==> src/rtl/lock_pkg.sv <==
// Shared types and helpers for the parametrised digital lock.
package lock_pkg;

    // Raw state encodings, kept visible so other tools can decode the state bus.
    localparam logic [1:0] ST_IDLE    = 2'd0;
    localparam logic [1:0] ST_ENTRY   = 2'd1;
    localparam logic [1:0] ST_OPEN    = 2'd2;
    localparam logic [1:0] ST_LOCKOUT = 2'd3;

    typedef enum logic [1:0] {
        IDLE    = ST_IDLE,
        ENTRY   = ST_ENTRY,
        OPEN    = ST_OPEN,
        LOCKOUT = ST_LOCKOUT
    } lock_state_t;

    // Largest of three durations; sizes the shared timer.
    function automatic int max3(input int a, input int b, input int c);
        int m;
        m = (a > b) ? a : b;
        return (m > c) ? m : c;
    endfunction

    // Bits needed to hold the values 0..n inclusive.
    function automatic int cnt_width(input int n);
        return (n < 1) ? 1 : $clog2(n + 1);
    endfunction

endpackage

==> src/rtl/lock_timer.sv <==
// Loadable down-counter shared by the open window, lockout and entry idle timing.
// Counts down once per cycle, sticks at zero and never wraps.
module lock_timer #(
    parameter int W = 6
) (
    input  logic         clk,
    input  logic         reset_n,
    input  logic         load,
    input  logic [W-1:0] load_val,
    output logic         zero
);

    logic [W-1:0] count_q;
    logic [W-1:0] count_d;

    // Next count: a load wins, otherwise decrement until zero.
    always_comb begin
        count_d = count_q;
        if (load) begin
            count_d = load_val;
        end else if (count_q != '0) begin
            count_d = count_q - W'(1);
        end
    end

    // Count register.
    always_ff @(posedge clk or negedge reset_n) begin
        if (!reset_n) begin
            count_q <= '0;
        end else begin
            count_q <= count_d;
        end
    end

    assign zero = (count_q == '0);

endmodule

==> src/rtl/param_digital_lock.sv <==
// Parametrised digital lock: collects CODE_LEN symbols, compares against a
// reloadable code, opens for a timed window and locks out after repeated failures.
// Optional feature: define LOCK_TIMEOUT_EN to abort an entry after ENTRY_TIMEOUT
// idle cycles (counted as a failed attempt).
module param_digital_lock
    import lock_pkg::*;
#(
    parameter int                          KEY_W          = 1,
    parameter int                          CODE_LEN       = 4,
    parameter logic [CODE_LEN*KEY_W-1:0]   DEFAULT_CODE   = 4'b1101,
    parameter int                          MAX_FAILS      = 3,
    parameter int                          OPEN_CYCLES    = 8,
    parameter int                          LOCKOUT_CYCLES = 16,
    parameter int                          ENTRY_TIMEOUT  = 32
) (
    input  logic                                clk,
    input  logic                                reset_n,
    input  logic                                key_valid,
    input  logic [KEY_W-1:0]                    key_in,
    input  logic                                code_load,
    input  logic [CODE_LEN*KEY_W-1:0]           code_in,
    output logic                                unlock,
    output logic                                locked_out,
    output logic [$clog2(MAX_FAILS+1)-1:0]      fail_cnt,
    output logic                                attempt_err
);

    localparam int CODE_W = CODE_LEN * KEY_W;
    localparam int IDX_W  = cnt_width(CODE_LEN);
    localparam int FAIL_W = $clog2(MAX_FAILS + 1);
    localparam int TMR_W  = cnt_width(max3(OPEN_CYCLES, LOCKOUT_CYCLES, ENTRY_TIMEOUT));

    localparam logic [IDX_W-1:0]  LAST_IDX  = IDX_W'(CODE_LEN - 1);
    localparam logic [FAIL_W-1:0] FAIL_LAST = FAIL_W'(MAX_FAILS - 1);
    localparam logic [FAIL_W-1:0] FAIL_MAX  = FAIL_W'(MAX_FAILS);
    localparam logic [TMR_W-1:0]  OPEN_LOAD = TMR_W'(OPEN_CYCLES - 1);
    localparam logic [TMR_W-1:0]  LOCK_LOAD = TMR_W'(LOCKOUT_CYCLES - 1);
`ifdef LOCK_TIMEOUT_EN
    localparam logic [TMR_W-1:0]  IDLE_LOAD = TMR_W'(ENTRY_TIMEOUT - 1);
`endif

    lock_state_t        state_q,       state_d;
    logic [CODE_W-1:0]  entry_q,       entry_d;
    logic [IDX_W-1:0]   idx_q,         idx_d;
    logic [CODE_W-1:0]  code_q,        code_d;
    logic [FAIL_W-1:0]  fail_cnt_q,    fail_cnt_d;
    logic               attempt_err_q, attempt_err_d;

    logic [CODE_W-1:0]  shifted;
    logic               entry_pass;
    logic               entry_fail;
    logic               timer_load;
    logic [TMR_W-1:0]   timer_load_val;
    logic               timer_zero;

    lock_timer #(
        .W (TMR_W)
    ) u_timer (
        .clk      (clk),
        .reset_n  (reset_n),
        .load     (timer_load),
        .load_val (timer_load_val),
        .zero     (timer_zero)
    );

    // Next-state logic: symbol collection, evaluation, open/lockout timing and code reload.
    always_comb begin
        state_d        = state_q;
        entry_d        = entry_q;
        idx_d          = idx_q;
        code_d         = code_q;
        fail_cnt_d     = fail_cnt_q;
        attempt_err_d  = 1'b0;
        timer_load     = 1'b0;
        timer_load_val = '0;
        entry_pass     = 1'b0;
        entry_fail     = 1'b0;

        shifted             = entry_q << KEY_W;
        shifted[KEY_W-1:0]  = key_in;

        case (state_q)
            IDLE, ENTRY: begin
                if (key_valid) begin
                    entry_d = shifted;
                    if (idx_q == LAST_IDX) begin
                        idx_d = '0;
                        if (shifted == code_q) begin
                            entry_pass = 1'b1;
                        end else begin
                            entry_fail = 1'b1;
                        end
                    end else begin
                        idx_d   = idx_q + IDX_W'(1);
                        state_d = ENTRY;
`ifdef LOCK_TIMEOUT_EN
                        timer_load     = 1'b1;
                        timer_load_val = IDLE_LOAD;
`endif
                    end
                end
`ifdef LOCK_TIMEOUT_EN
                else if (state_q == ENTRY && timer_zero) begin
                    idx_d      = '0;
                    entry_fail = 1'b1;
                end
`endif
            end
            OPEN: begin
                if (code_load) begin
                    code_d = code_in;
                end
                if (timer_zero) begin
                    state_d = IDLE;
                end
            end
            LOCKOUT: begin
                if (timer_zero) begin
                    state_d    = IDLE;
                    fail_cnt_d = '0;
                end
            end
            default: begin
                state_d = IDLE;
            end
        endcase

        if (entry_pass) begin
            state_d        = OPEN;
            fail_cnt_d     = '0;
            timer_load     = 1'b1;
            timer_load_val = OPEN_LOAD;
        end else if (entry_fail) begin
            attempt_err_d = 1'b1;
            fail_cnt_d    = (fail_cnt_q == FAIL_MAX) ? FAIL_MAX : fail_cnt_q + FAIL_W'(1);
            if (fail_cnt_q == FAIL_LAST) begin
                state_d        = LOCKOUT;
                timer_load     = 1'b1;
                timer_load_val = LOCK_LOAD;
            end else begin
                state_d = IDLE;
            end
        end
    end

    // State and datapath registers; reset discards any entry and restores the default code.
    always_ff @(posedge clk or negedge reset_n) begin
        if (!reset_n) begin
            state_q       <= IDLE;
            entry_q       <= '0;
            idx_q         <= '0;
            code_q        <= DEFAULT_CODE;
            fail_cnt_q    <= '0;
            attempt_err_q <= 1'b0;
        end else begin
            state_q       <= state_d;
            entry_q       <= entry_d;
            idx_q         <= idx_d;
            code_q        <= code_d;
            fail_cnt_q    <= fail_cnt_d;
            attempt_err_q <= attempt_err_d;
        end
    end

    assign unlock      = (state_q == OPEN);
    assign locked_out  = (state_q == LOCKOUT);
    assign fail_cnt    = fail_cnt_q;
    assign attempt_err = attempt_err_q;

endmodule
==> config.mk <==
export PLATFORM = sky130hd
export DESIGN_NAME = param_digital_lock
export DESIGN_NICKNAME = d
export VERILOG_FILES = /design/src/rtl/lock_pkg.sv /design/src/rtl/lock_timer.sv /design/src/rtl/param_digital_lock.sv
export SDC_FILE = /design/constraint.sdc
export NUM_CORES = 1
export LEC_CHECK = 0
export CAP_MARGIN = 10
export CORE_MARGIN = 4
export CORE_UTILIZATION = 43
export CTS_BUF_LIST = sky130_fd_sc_hd__clkbuf_8
export DETAILED_ROUTE_END_ITERATION = 10
export DONT_BUFFER_PORTS = 1
export MAX_ROUTING_LAYER = met4
export PLACE_DENSITY = 0.66
export SYNTH_ARGS = -nofsm -noshare
export SYNTH_HDL_FRONTEND = slang
export SYNTH_HIERARCHICAL = 1
export SYNTH_SLANG_ARGS = --single-unit
==> constraint.sdc <==
create_clock -name clk -period 3.65 [get_ports clk]
set_clock_uncertainty 0.2 [all_clocks]
set_input_delay 0.365 -clock clk [delete_from_list [all_inputs] [get_ports clk]]
set_output_delay 0.365 -clock clk [all_outputs]
set_load 0.03 [all_outputs]
# ---- Yosys cells after proc, flatten, opt, wreduce, memory -nomap -nowiden
# Index checks and enable logic that the tools add are counted.
dict set report word_totals {
  reg_bits 21
  output_inout_bits 5
  elab_cells 62
  in_bits 9
}
dict set report op_classes {
  n_reduce_logical 12
  muxes 30
  addsub 3
  eq_ne 10
}
# op count
set ops {}
lappend ops {{2-bit two-way mux} 10}
lappend ops {{1-bit two-way mux} 13}
lappend ops {{4-bit two-way mux} 3}
lappend ops {{6-bit two-way mux} 2}
lappend ops {{2-bit == test, second input constant} 4}
lappend ops {{4-bit inequality test, second input constant} 2}
lappend ops {{6-bit logical NOT} 1}
lappend ops {{2-bit AND reduction} 3}
lappend ops {{3-bit nonzero test} 2}
lappend ops {{6-bit nonzero test} 1}
lappend ops {{6-bit by 1-bit subtractor with 6-bit output, second input constant} 1}
lappend ops {{4-bit == test} 1}
lappend ops {{4-bit by 1-bit inequality test with 1-bit output, second input constant} 1}
lappend ops {{2-bit case mux with 2 select lines} 1}
lappend ops {{2-bit OR reduction} 2}
lappend ops {{3-bit by 1-bit adder with 3-bit output, second input constant} 1}
lappend ops {{3-bit by 2-bit == test with 1-bit output, second input constant} 1}
lappend ops {{3-bit two-way mux} 1}
lappend ops {{3-bit AND reduction} 1}
lappend ops {{2-bit by 1-bit adder with 2-bit output, second input constant} 1}
lappend ops {{2-bit by 1-bit == test with 1-bit output, second input constant} 1}
lappend ops {{2-bit logical NOT} 1}
lappend ops {{2-bit nonzero test} 1}

# ---- Longest topological paths before layout
# Gate-level depths: netlist of run 1.
dict set report logic_depth {
  word_depth 8
  ltp_mapped 7
  mapped_depth_nobuf 6
}

# ---- Cells and area by module
# Netlist of run 1, hierarchy kept.
# module instances area_each_um2 seq_area_each_um2 cells_each
set by_module_without_submodules {}
lappend by_module_without_submodules {param_digital_lock 1 743.2 379.1 69}
lappend by_module_without_submodules {lock_timer 1 400.4 150.1 40}

# ---- Worst setup path after synthesis of run 1
# Ideal clock, no wire load.
dict set report synth_timing {
  path_kind {register to register}
  start {register code_q[0]}
  end {register u_timer.count_q[0]}
  period_less_slack_ps 2016
  arrival_ps 1667
  setup_ps 149
  setup_slack_ps 1634
  stages_incl_launch_ff 6
  required_time_ps 3301
  cell_sequence {dfstp_2 -> xor2_1 -> nor4_4 -> o21a_1 -> clkbuf_1 -> a221oi_1}
}
dict set report synth_between {
  elab_chain_len 8
  elab_cells_between_ends 15
  classes_between {1 x eq/ne; 13 x mux; 1 x reduce/logical}
}
# item line_no
set synth_rtl {}
lappend synth_rtl {{start, declared} param_digital_lock.sv:45} ;# logic [CODE_W-1:0] code_q, code_d;
lappend synth_rtl {{start signal, assigned} param_digital_lock.sv:159} ;# code_q <= code_d;
lappend synth_rtl {{4-bit == test (*)} param_digital_lock.sv:88} ;# if (shifted == code_q) begin
lappend synth_rtl {{1-bit two-way mux} param_digital_lock.sv:88}
lappend synth_rtl {{1-bit two-way mux} param_digital_lock.sv:86} ;# if (idx_q == LAST_IDX) begin
lappend synth_rtl {{1-bit two-way mux} param_digital_lock.sv:84} ;# if (key_valid) begin
lappend synth_rtl {{1-bit two-way mux} param_digital_lock.sv:82} ;# case (state_q)
lappend synth_rtl {{4-bit two-way mux or 1-bit two-way mux (tied branches)} param_digital_lock.sv:133} ;# end else if (entry_fail) begin
lappend synth_rtl {{4-bit two-way mux or 1-bit two-way mux (tied branches)} param_digital_lock.sv:128} ;# if (entry_pass) begin
lappend synth_rtl {{6-bit two-way mux or 2-bit nonzero test (tied branches)} n/a}
lappend synth_rtl {{end signal, assigned} lock_timer.sv:31} ;# count_q <= count_d;
lappend synth_rtl {{end, declared} lock_timer.sv:13} ;# logic [W-1:0] count_q;
# Every way passes the cells marked *; elsewhere a longest branch is shown, timed or not.
# A chain may end at the register's enable or synchronous reset.

# ---- Worst setup path in the final report of run 1
dict set report layout_timing {
  start {register code_q[0]}
  end {register u_timer.count_q[1]}
}
# The elaborated chain is that of the path after synthesis.

==> metrics.md, run 1 <==
| Metric | Value |
|---|---|
| Final setup vio count | 0 |
| GPL Wtd Cong | 0.730 |
| Yosys top cell area share | 39.4% |
| Switching portion of total power | 39.2% |
| Synthesized cell area | 1140 µm² |
| Maximum clock rate | 449 MHz |
| Max_cap viols | 0 |
| Ant diodes | 0 |
| Synth top area cells | dfrtp_1, dfstp_2, nand2_1 |
| Adder-cell share of the synthesized area | 3.28% |
| Most common cell after layout, fill and taps aside | dfrtp_1 |
| Routed WL | 1930 µm |
| Final nets | 126 |
| Area occupied by multi-input gates | 576 µm² |
| Internal | 612 µW |
| Setup TNS | 0 ns |
| Seq/Total Area, Yosys | 46.3% |
| RSZ-0062 raised after global routing | no |
| H-tree Lvls | 1 |
| P_leak | 0.551 nW |
| Synth Area in XOR/XNOR | 5.36% |
| Number of global-route vias before repair | 725 |
| Most frequent cells in the layout | dfrtp_1, nand2_1, nor2_1, inv_1, mux2_2 |
| Clock Sink Count | 21 |
| Busiest grt layer | met2 |
| Syn_area_per_cell | 10.5 µm² |
| Post-layout util | 49.2% |
| Area Overhead vs Synth | 7.66% |
| Pwr per Cell Area | 818 nW/µm² |
| Die area | 3550 µm² |
| IO Pins | 14 |
| Starting density of the core | 45.7% |
| Count of state elements after synthesis | 21 |
| Synth Instances | 109 |
| First-pass GRT wire length | 3260 µm |
| HP Class | in2reg |
| Slew Viols, Final | 0 |
| Drt initial violations | 20 |
| Worst-case clock buffer depth | 2 |
| Synth cell types | 41 |
| Final worst-path cycle share | 61.1% |
| CTS buffer count | 3 |
| Post-synthesis mux area share | 5.80% |
| Total GRT Usage | 12.8% |
| Critical Path End Type | register |
| Post-synth EDFFs | 0 |
| Via density | 5.44 |
| WP data arrival | 2.20 ns |
| Flop-to-flop setup slack | 1.42 ns |
| Synth Area in Compound Gates | 13.2% |
| Root Driver | clkbuf_8 |
| Layout cells sized above 1 | 20.4% |
| DRT Pass-1 Iters | 4 |
| Setup CP Type | reg2reg |
| Endpoints failing hold | 0 |
| DIE HEIGHT | 59.6 µm |
| Rows | 18 |
| Initial antenna violation count | 0 |
| Die width | 59.6 µm |
| Met1 usage in global routing | 15.3% |
| Post-DP HPWL | 1390 µm |
| Worst setup SP type | register |
| Synth Warn # | 6 |
| Met2 Usage GRT | 20.0% |
| Met3 Use GR | 5.01% |
| CP Max Fanout | 17 |
| Clk network pwr share | 15.0% |
| Worst-Margin Slew | 0.956 ns |
| Register Area | 529 µm² |
| Top FF cell, synth | dfrtp_1 |
| Synth Area in Simple Gates | 22.0% |
| Post-layout min period | 2.23 ns |
| Worst-path clk slew | 0.07 ns |
| Slew HR | 36.1% |
| Worst skew pair latency | 0.26 ns |
| Required time of the critical path | 3.62 ns |
| Largest net degree at the start of global routing | 22 |
| P_sw | 395 µW |
| TritonCTS clock tree | done |
| Status | completed |
| Fill count | 223 |
| Power share of the combinational group | 39.4% |
| # port buffers | 0 |
| FFs w/ async S/R, synth | 100% |
| DRC Markers | 0 |
| Global route overflow | 0 |
| Core Region | 2500 µm² |
| Peak supply drop | 0.497 mV |
| Largest family of logic cells by synthesized area | simple AND/OR/NAND/NOR gates |
| Cell accounting for the most synthesized area | dfrtp_1 |
| WL per Instance | 13.5 µm |
| Hold Buf Count CTS | 2 |
| Flop pwr share | 45.7% |
| Final ANT Viol Nets | 0 |
| PostCTS Resize Cnt | 0 |
| Post-CTS setup buffer count | 0 |
| Via count | 778 |
[per-layer routing]
layer | wire [µm] | vias up
li1 | - | 382
met1 | 841 | 378
met2 | 971 | 16
met3 | 100 | 2
met4 | 16 | 0
met5 | 0 | -
[worst paths after layout]
kind,to,depth (start not counted),startpoint
setup / recovery,u_timer/count_q[1],6,code_q[0]
hold / removal,code_q[2],1,code_in[2]
setup reg to reg,u_timer/count_q[1],6,code_q[0]
hold reg to reg,idx_q[1],1,idx_q[1]
max in group asynchronous,u_timer/count_q[1],1,reset_n
min in group asynchronous,fail_cnt[0],1,reset_n
[through the flow]
step / power (mW) / std cells / worst slack, ns / area (µm²) / hold slack, ns
after floorplan: 0.795 / 110 / 1.63 / 1150 / -0.131
after global placement: 0.843 / 137 / 1.49 / 1160 / -0.130
after detailed placement: 0.857 / 137 / 1.39 / 1160 / -0.130
after CTS: 1.02 / 143 / 1.38 / 1230 / 0.0522
after global routing: 1.09 / 143 / 1.25 / 1230 / 0.0403
final: 1.01 / 143 / 1.42 / 1230 / 0.0607
[cells in the mapped netlist (all sizes together), types with 2 or more instances]
cell / instances
nand2b: 2
xor2: 4
nor4: 2
xnor2: 3
o31ai: 3
dfstp: 3
inv: 6
clkbuf: 2
a221oi: 2
nand2: 17
nand3: 2
nor2b: 4
mux2: 5
a21oi: 2
ha: 3
o21ai: 2
nor2: 9
dfrtp: 18
[logic make-up after synthesis]
kind of cell | count (synthesis)
other cells | 1
simple gates | 44
flops | 21
xor+xnor | 7
fa+ha+maj | 3
compound gates | 18
buf+inv | 9
mux | 6
[final cells by class]
type                            instances  share of cell area, %
Multi-Input combinational cell         80                   46.7
Sequential cell                        21                   43.0
Clock buffer                            3                   3.35
Tap cell                               30                   3.05
Inverter                                6                   1.83
Timing Repair Buffer                    2                   1.63
Clock inverter                          1                  0.407
[sequential cells by signal, summed over array words and instances, names as in the netlist]
name / count
u_timer/count_q: 6
code_q: 4
entry_q: 3
idx_q: 3
fail_cnt: 2
state_q: 2
attempt_err: 1
[worst max-delay path, stage by stage, from the launching register on]
cell      delay, ns
dfstp_2        0.54
xor2_1         0.09
nor4_4         0.42
o21a_1         0.51
nand2b_1       0.17
a21oi_1        0.05
a221oi_2       0.16
[power by group through the flow]
stage	combinational, mW	sequential, mW	clock, mW
2_1_floorplan	0.362	0.433	0
3_3_place_gp	0.385	0.458	0
3_5_place_dp	0.393	0.464	0
4_1_cts	0.403	0.461	0.160
5_1_grt	0.445	0.478	0.168
6_report	0.396	0.460	0.151
Note: power is estimated with default switching activity, not from simulation.
==> run 2: changes to the inputs <==
PLACE_DENSITY = 0.68   (was 0.66)
clock period = 1.9 ns   (was 3.65 ns; I/O delays follow)
==> metrics.md, run 2 (same netlist as run 1, synthesis figures left out) <==
| Metric | Value |
|---|---|
| Largest net degree at the start of global routing | 22 |
| Reg2reg path depth | 4 |
| Slew Viols, Final | 0 |
| Peak supply drop | 0.770 mV |
| Worst setup SP type | register |
| Most common cell after layout, fill and taps aside | dfrtp_1 |
| Critical Path End Type | register |
| TritonCTS clock tree | done |
| Final worst-path cycle share | 98.0% |
| Die area | 3550 µm² |
| Layout cells sized above 1 | 33.8% |
| Via count | 853 |
| DRT Pass-1 Iters | 4 |
| Ant diodes | 0 |
| Root Driver | clkbuf_8 |
| Post-DP HPWL | 1530 µm |
| Fill count | 199 |
| Most flop-heavy register | u_timer/count_q |
| Core Region | 2500 µm² |
| Worst path cell trace | nor4_4, and2_4, nor2_1, o32a_2 |
| CP top delay family | simple AND/OR/NAND/NOR gates |
| CP Max Fanout | 10 |
| Global route overflow | 0 |
| Number of global-route vias before repair | 854 |
| Clock Sink Count | 21 |
| Flop-to-flop setup slack | 0.04 ns |
| P_sw | 911 µW |
| Worst-case clock buffer depth | 2 |
| Required time of the critical path | 1.84 ns |
| Dpl cell area | 1240 µm² |
| Worst-Margin Slew | 0.942 ns |
| Area occupied by multi-input gates | 653 µm² |
| Max_cap viols | 0 |
| Hold path depth | 3 |
| IO Pins | 14 |
| Most frequent cells in the layout | dfrtp_1, nand2_1, buf_4, nor2_1, dlygate4sd3_1 |
| Switching portion of total power | 40.3% |
| Reg-to-Reg End | state_q[1] |
| Status | completed |
| Post-layout util | 59.2% |
| Worst Setup SP | u_timer/count_q[4] |
| Final setup vio count | 0 |
| Slew HR | 37.0% |
| Worst skew pair latency | 0.26 ns |
| Total power | 2.26 mW |
| Pwr per Cell Area | 1530 nW/µm² |
| WP data arrival | 1.80 ns |
| Via density | 5.33 |
| Beginning of the worst hold path | key_valid |
| CTS buffer count | 3 |
| # port buffers | 0 |
| Final ANT Viol Nets | 0 |
| Area Overhead vs Synth | 29.3% |
| GPL Wtd Cong | 0.799 |
| HP Class | in2reg |
| Worst-path clk slew | 0.08 ns |
| Final nets | 143 |
| Drt initial violations | 36 |
| Slowest cell on the critical path | dfrtp_1 |
| WL per Instance | 15.1 µm |
| Cells after DPL | 146 |
| Post-layout min period | 1.86 ns |
| Maximum clock rate | 537 MHz |
| DIE HEIGHT | 59.6 µm |
| Power share of the combinational group | 48.6% |
| Clk network pwr share | 13.0% |
| DRC Markers | 0 |
| Starting density of the core | 45.7% |
| Flop pwr share | 38.3% |
| Endpoints failing hold | 0 |
| Worst Hold Path EP | entry_q[1] |
| Initial antenna violation count | 0 |
| Register Area | 529 µm² |
| Setup CP Type | reg2reg |
| Total GRT Usage | 14.6% |
| P_leak | 0.655 nW |
| Finished Cell Area | 1480 µm² |
| Die width | 59.6 µm |
| RSZ-0062 raised after global routing | yes |
| Internal | 1.35 mW |
| CP peak stage delay | 0.47 ns |
| Rows | 18 |
| Max reg flops | 6 |
| Routed WL | 2410 µm |
| Top flop regs | u_timer/count_q (6), code_q (4) |
| Reg-to-reg startpoint | u_timer/count_q[4] |
| Crit path buffers/inverters | 0 |
| H-tree Lvls | 1 |
| First-pass GRT wire length | 3750 µm |
| Fin cells | 160 |
[run 2: cell count changes in the layout (fill, tap and decap cells not counted), sizes merged]
cell	delta
clkbuf	+1
buf	+11
dlygate4sd3	+5
[run 2: timing repair]
| action | in CTS | in global routing |
|---|---|---|
| pin swaps | 0 | 2 |
| setup buffers | 0 | 2 |
| hold buffers | 7 | 0 |
| gates cloned | 0 | 1 |
| hold endpoints to repair | 28 | 0 |
| gates resized for setup | 1 | 11 |
| setup endpoints to repair | 1 | 4 |
[run 2: worst max-delay path by stage]
| stage | end | slack [ns] | cells past startpoint |
|---|---|---|---|
| floorplan | u_timer/count_q[0] | 0.02 | 5 |
| global placement | u_timer/count_q[0] | 0.04 | 6 |
| detailed placement | u_timer/count_q[0] | 0.009 | 6 |
| CTS | u_timer/count_q[0] | 0.04 | 6 |
| global route | u_timer/count_q[1] | -0.1 | 7 |
| finish | state_q[1] | 0.04 | 4 |
[run 2: routing by layer]
| metal | vias up | GRT usage (%) | part of all wire [%] |
|---|---|---|---|
| li1 | 414 | - | - |
| met1 | 415 | 17.8 | 45 |
| met2 | 18 | 22.8 | 48 |
| met3 | 6 | 3.27 | 3.9 |
| met4 | 0 | 6.65 | 2.6 |
| met5 | - | - | 0 |
[run 2: through the flow]
| step | setup TNS [ns] | setup WS, ns | hold slack (ns) |
|---|---|---|---|
| after floorplan | 0 | 0.0184 | -0.306 |
| after global placement | 0 | 0.0428 | -0.305 |
| after detailed placement | 0 | 0.00861 | -0.305 |
| after CTS | 0 | 0.0396 | 0.0229 |
| after global routing | -0.158 | -0.0979 | 0.0611 |
| final | 0 | 0.0385 | 0.0229 |
[run 2: area by class of cell]
| cell class | count | share of cell area [%] |
|---|---|---|
| clock inverter | 1 | 0.338 |
| clock buffer | 3 | 2.79 |
| multi-input combinational | 80 | 44.2 |
| tap | 30 | 2.54 |
| timing repair buffer | 19 | 12.9 |
| inverter | 6 | 1.52 |
| sequential | 21 | 35.8 |
[run 2: power groups by stage]
stage          Combinational, mW  Clock [mW]  Sequential, mW
2_1_floorplan              0.696           0           0.831
3_3_place_gp               0.897           0           0.818
3_5_place_dp               0.931           0           0.826
4_1_cts                    0.962       0.306           0.820
5_1_grt                     1.21       0.323           0.886
6_report                    1.10       0.295           0.867
[run 2: worst register-to-register path, cell delays in order, from the launching register on]
cell	delay, ns
dfrtp_1	0.47
nor4_4	0.38
and2_4	0.30
nor2_1	0.07
o32a_2	0.33
==> run 3: changes to the inputs <==
RECOVER_POWER = 100   (was not set)
==> metrics.md, run 3 (same netlist as run 1, synthesis figures left out) <==
| Metric | Value |
|---|---|
| Via density | 5.38 |
| TritonCTS clock tree | done |
| Most flop-heavy register | u_timer/count_q |
| CP Max Fanout | 7 |
| HP Class | in2reg |
| Most frequent cells in the layout | dfrtp_1, nand2_1, nor2_1, dlygate4sd3_1, inv_1 |
| Layout cells sized above 1 | 30.8% |
| P_leak | 0.638 nW |
| Maximum clock rate | 536 MHz |
| Worst skew pair latency | 0.26 ns |
| IO Pins | 14 |
| Total GRT Usage | 14.6% |
| Rows | 18 |
| Final nets | 143 |
| Post-layout util | 58.5% |
| Worst path cell trace | xor2_2, nor4_4, o21a_2, buf_12, nand2b_4, a21oi_2, a221oi_2 |
| Reg2reg path depth | 7 |
| Critical Path End Type | register |
| Pwr per Cell Area | 1530 nW/µm² |
| Largest net degree at the start of global routing | 22 |
| Fin cells | 160 |
| Hold path depth | 3 |
| Switching portion of total power | 40.8% |
| GPL Wtd Cong | 0.799 |
| DRC Markers | 0 |
| Post-DP HPWL | 1530 µm |
| Met3 Use GR | 3.27% |
| Drt initial violations | 29 |
| Worst-path clk slew | 0.08 ns |
| Ant diodes | 0 |
| Clock Sink Count | 21 |
| Post-layout min period | 1.87 ns |
| Slew Viols, Final | 0 |
| Max_cap viols | 0 |
| Met1 usage in global routing | 17.8% |
| Die area | 3550 µm² |
| WHS | 0.0221 ns |
| Setup CP Type | reg2reg |
| Final ANT Viol Nets | 0 |
| Most common cell after layout, fill and taps aside | dfrtp_1 |
| Worst-case clock buffer depth | 2 |
| RSZ-0062 raised after global routing | yes |
| Status | completed |
| Clk network pwr share | 13.2% |
| Area Overhead vs Synth | 27.8% |
| P_sw | 911 µW |
| Internal | 1.32 mW |
| Endpoints failing hold | 0 |
| Via count | 860 |
| Peak supply drop | 0.760 mV |
| Cells after DPL | 146 |
| Top flop regs | u_timer/count_q (6), code_q (4) |
| Routed WL | 2420 µm |
| Worst-Margin Slew | 0.950 ns |
| Power share of the combinational group | 48.1% |
| WL per Instance | 15.1 µm |
| CTS buffer count | 3 |
| Initial antenna violation count | 0 |
| Starting density of the core | 45.7% |
| Slowest cell on the critical path | dfstp_2 |
| Met2 Usage GRT | 22.8% |
| CP peak stage delay | 0.56 ns |
| Die width | 59.6 µm |
| WP data arrival | 1.84 ns |
| Final worst-path cycle share | 98.2% |
| Busiest grt layer | met2 |
| Final setup vio count | 0 |
| DIE HEIGHT | 59.6 µm |
| Number of global-route vias before repair | 854 |
| First-pass GRT wire length | 3750 µm |
| Worst setup SP type | register |
| Global route overflow | 0 |
| Flop-to-flop setup slack | 0.03 ns |
| DRT Pass-1 Iters | 4 |
| Core Region | 2500 µm² |
| H-tree Lvls | 1 |
| Max reg flops | 6 |
| Slew HR | 36.4% |
| # port buffers | 0 |
| Flop pwr share | 38.7% |
| Root Driver | clkbuf_8 |
| Required time of the critical path | 1.87 ns |
[run 3: changes by cell type in the layout (fill, tap and decap cells not counted)]
cell,change
clkbuf_2,+1
buf_4,-5
clkbuf_1,+4
[run 3: final timing paths]
| check | startpoint | to |
|---|---|---|
| worst max register to register | code_q[2] | u_timer/count_q[1] |
| min in group asynchronous | reset_n | attempt_err |
| max in group asynchronous | reset_n | entry_q[2] |
| worst min-delay path | key_valid | entry_q[1] |
| worst min register to register | idx_q[1] | idx_q[1] |
| worst max-delay path | code_q[2] | u_timer/count_q[1] |
[run 3: routing by layer]
metal / part of all wire (%) / wire length [µm]
met5: 0 / 0
met2: 48 / 1160
met3: 4.2 / 101
met4: 2.6 / 63
met1: 45 / 1100
[run 3: power groups by stage]
stage / sequential, mW / clock (mW) / combinational [mW]
after floorplan: 0.831 / 0 / 0.696
after global placement: 0.818 / 0 / 0.897
after detailed placement: 0.826 / 0 / 0.931
after CTS: 0.820 / 0.306 / 0.962
after global routing: 0.886 / 0.323 / 1.18
final: 0.866 / 0.295 / 1.07
[run 3: stage by stage]
step / instance area, µm² / power, mW / setup slack (ns) / setup TNS (ns)
after floorplan: 1150 / 1.53 / 0.0184 / 0
after global placement: 1240 / 1.71 / 0.0428 / 0
after detailed placement: 1240 / 1.76 / 0.00861 / 0
after CTS: 1370 / 2.09 / 0.0396 / 0
after global routing: 1460 / 2.39 / -0.0979 / -0.158
final: 1460 / 2.24 / 0.0343 / 0
[run 3: cell type report]
| class | count | area (µm²) |
|---|---|---|
| clock inverter | 1 | 5.00 |
| sequential | 21 | 529 |
| multi-input combinational | 80 | 653 |
| clock buffer | 3 | 41.3 |
| fill | 207 | 1040 |
| timing repair buffer | 19 | 173 |
| tap | 30 | 37.5 |
| inverter | 6 | 22.5 |
[run 3: timing repair]
item	CTS	global route
buffers inserted	0	2
setup endpoints to repair	1	4
hold endpoints to repair	28	0
pin swaps	0	2
hold buffers	7	0
gates cloned	0	1
gates resized for setup	1	11
[run 3: worst max-delay path: cells and delay by family, from the launching register on]
family                    cells  cell delay (ns)
buffers and inverters         1             0.13
xor gates and xnor gates      1             0.09
and+or+nand+nor               2             0.39
AOI/OAI and AO/OA             3             0.43
DFF                           1             0.56
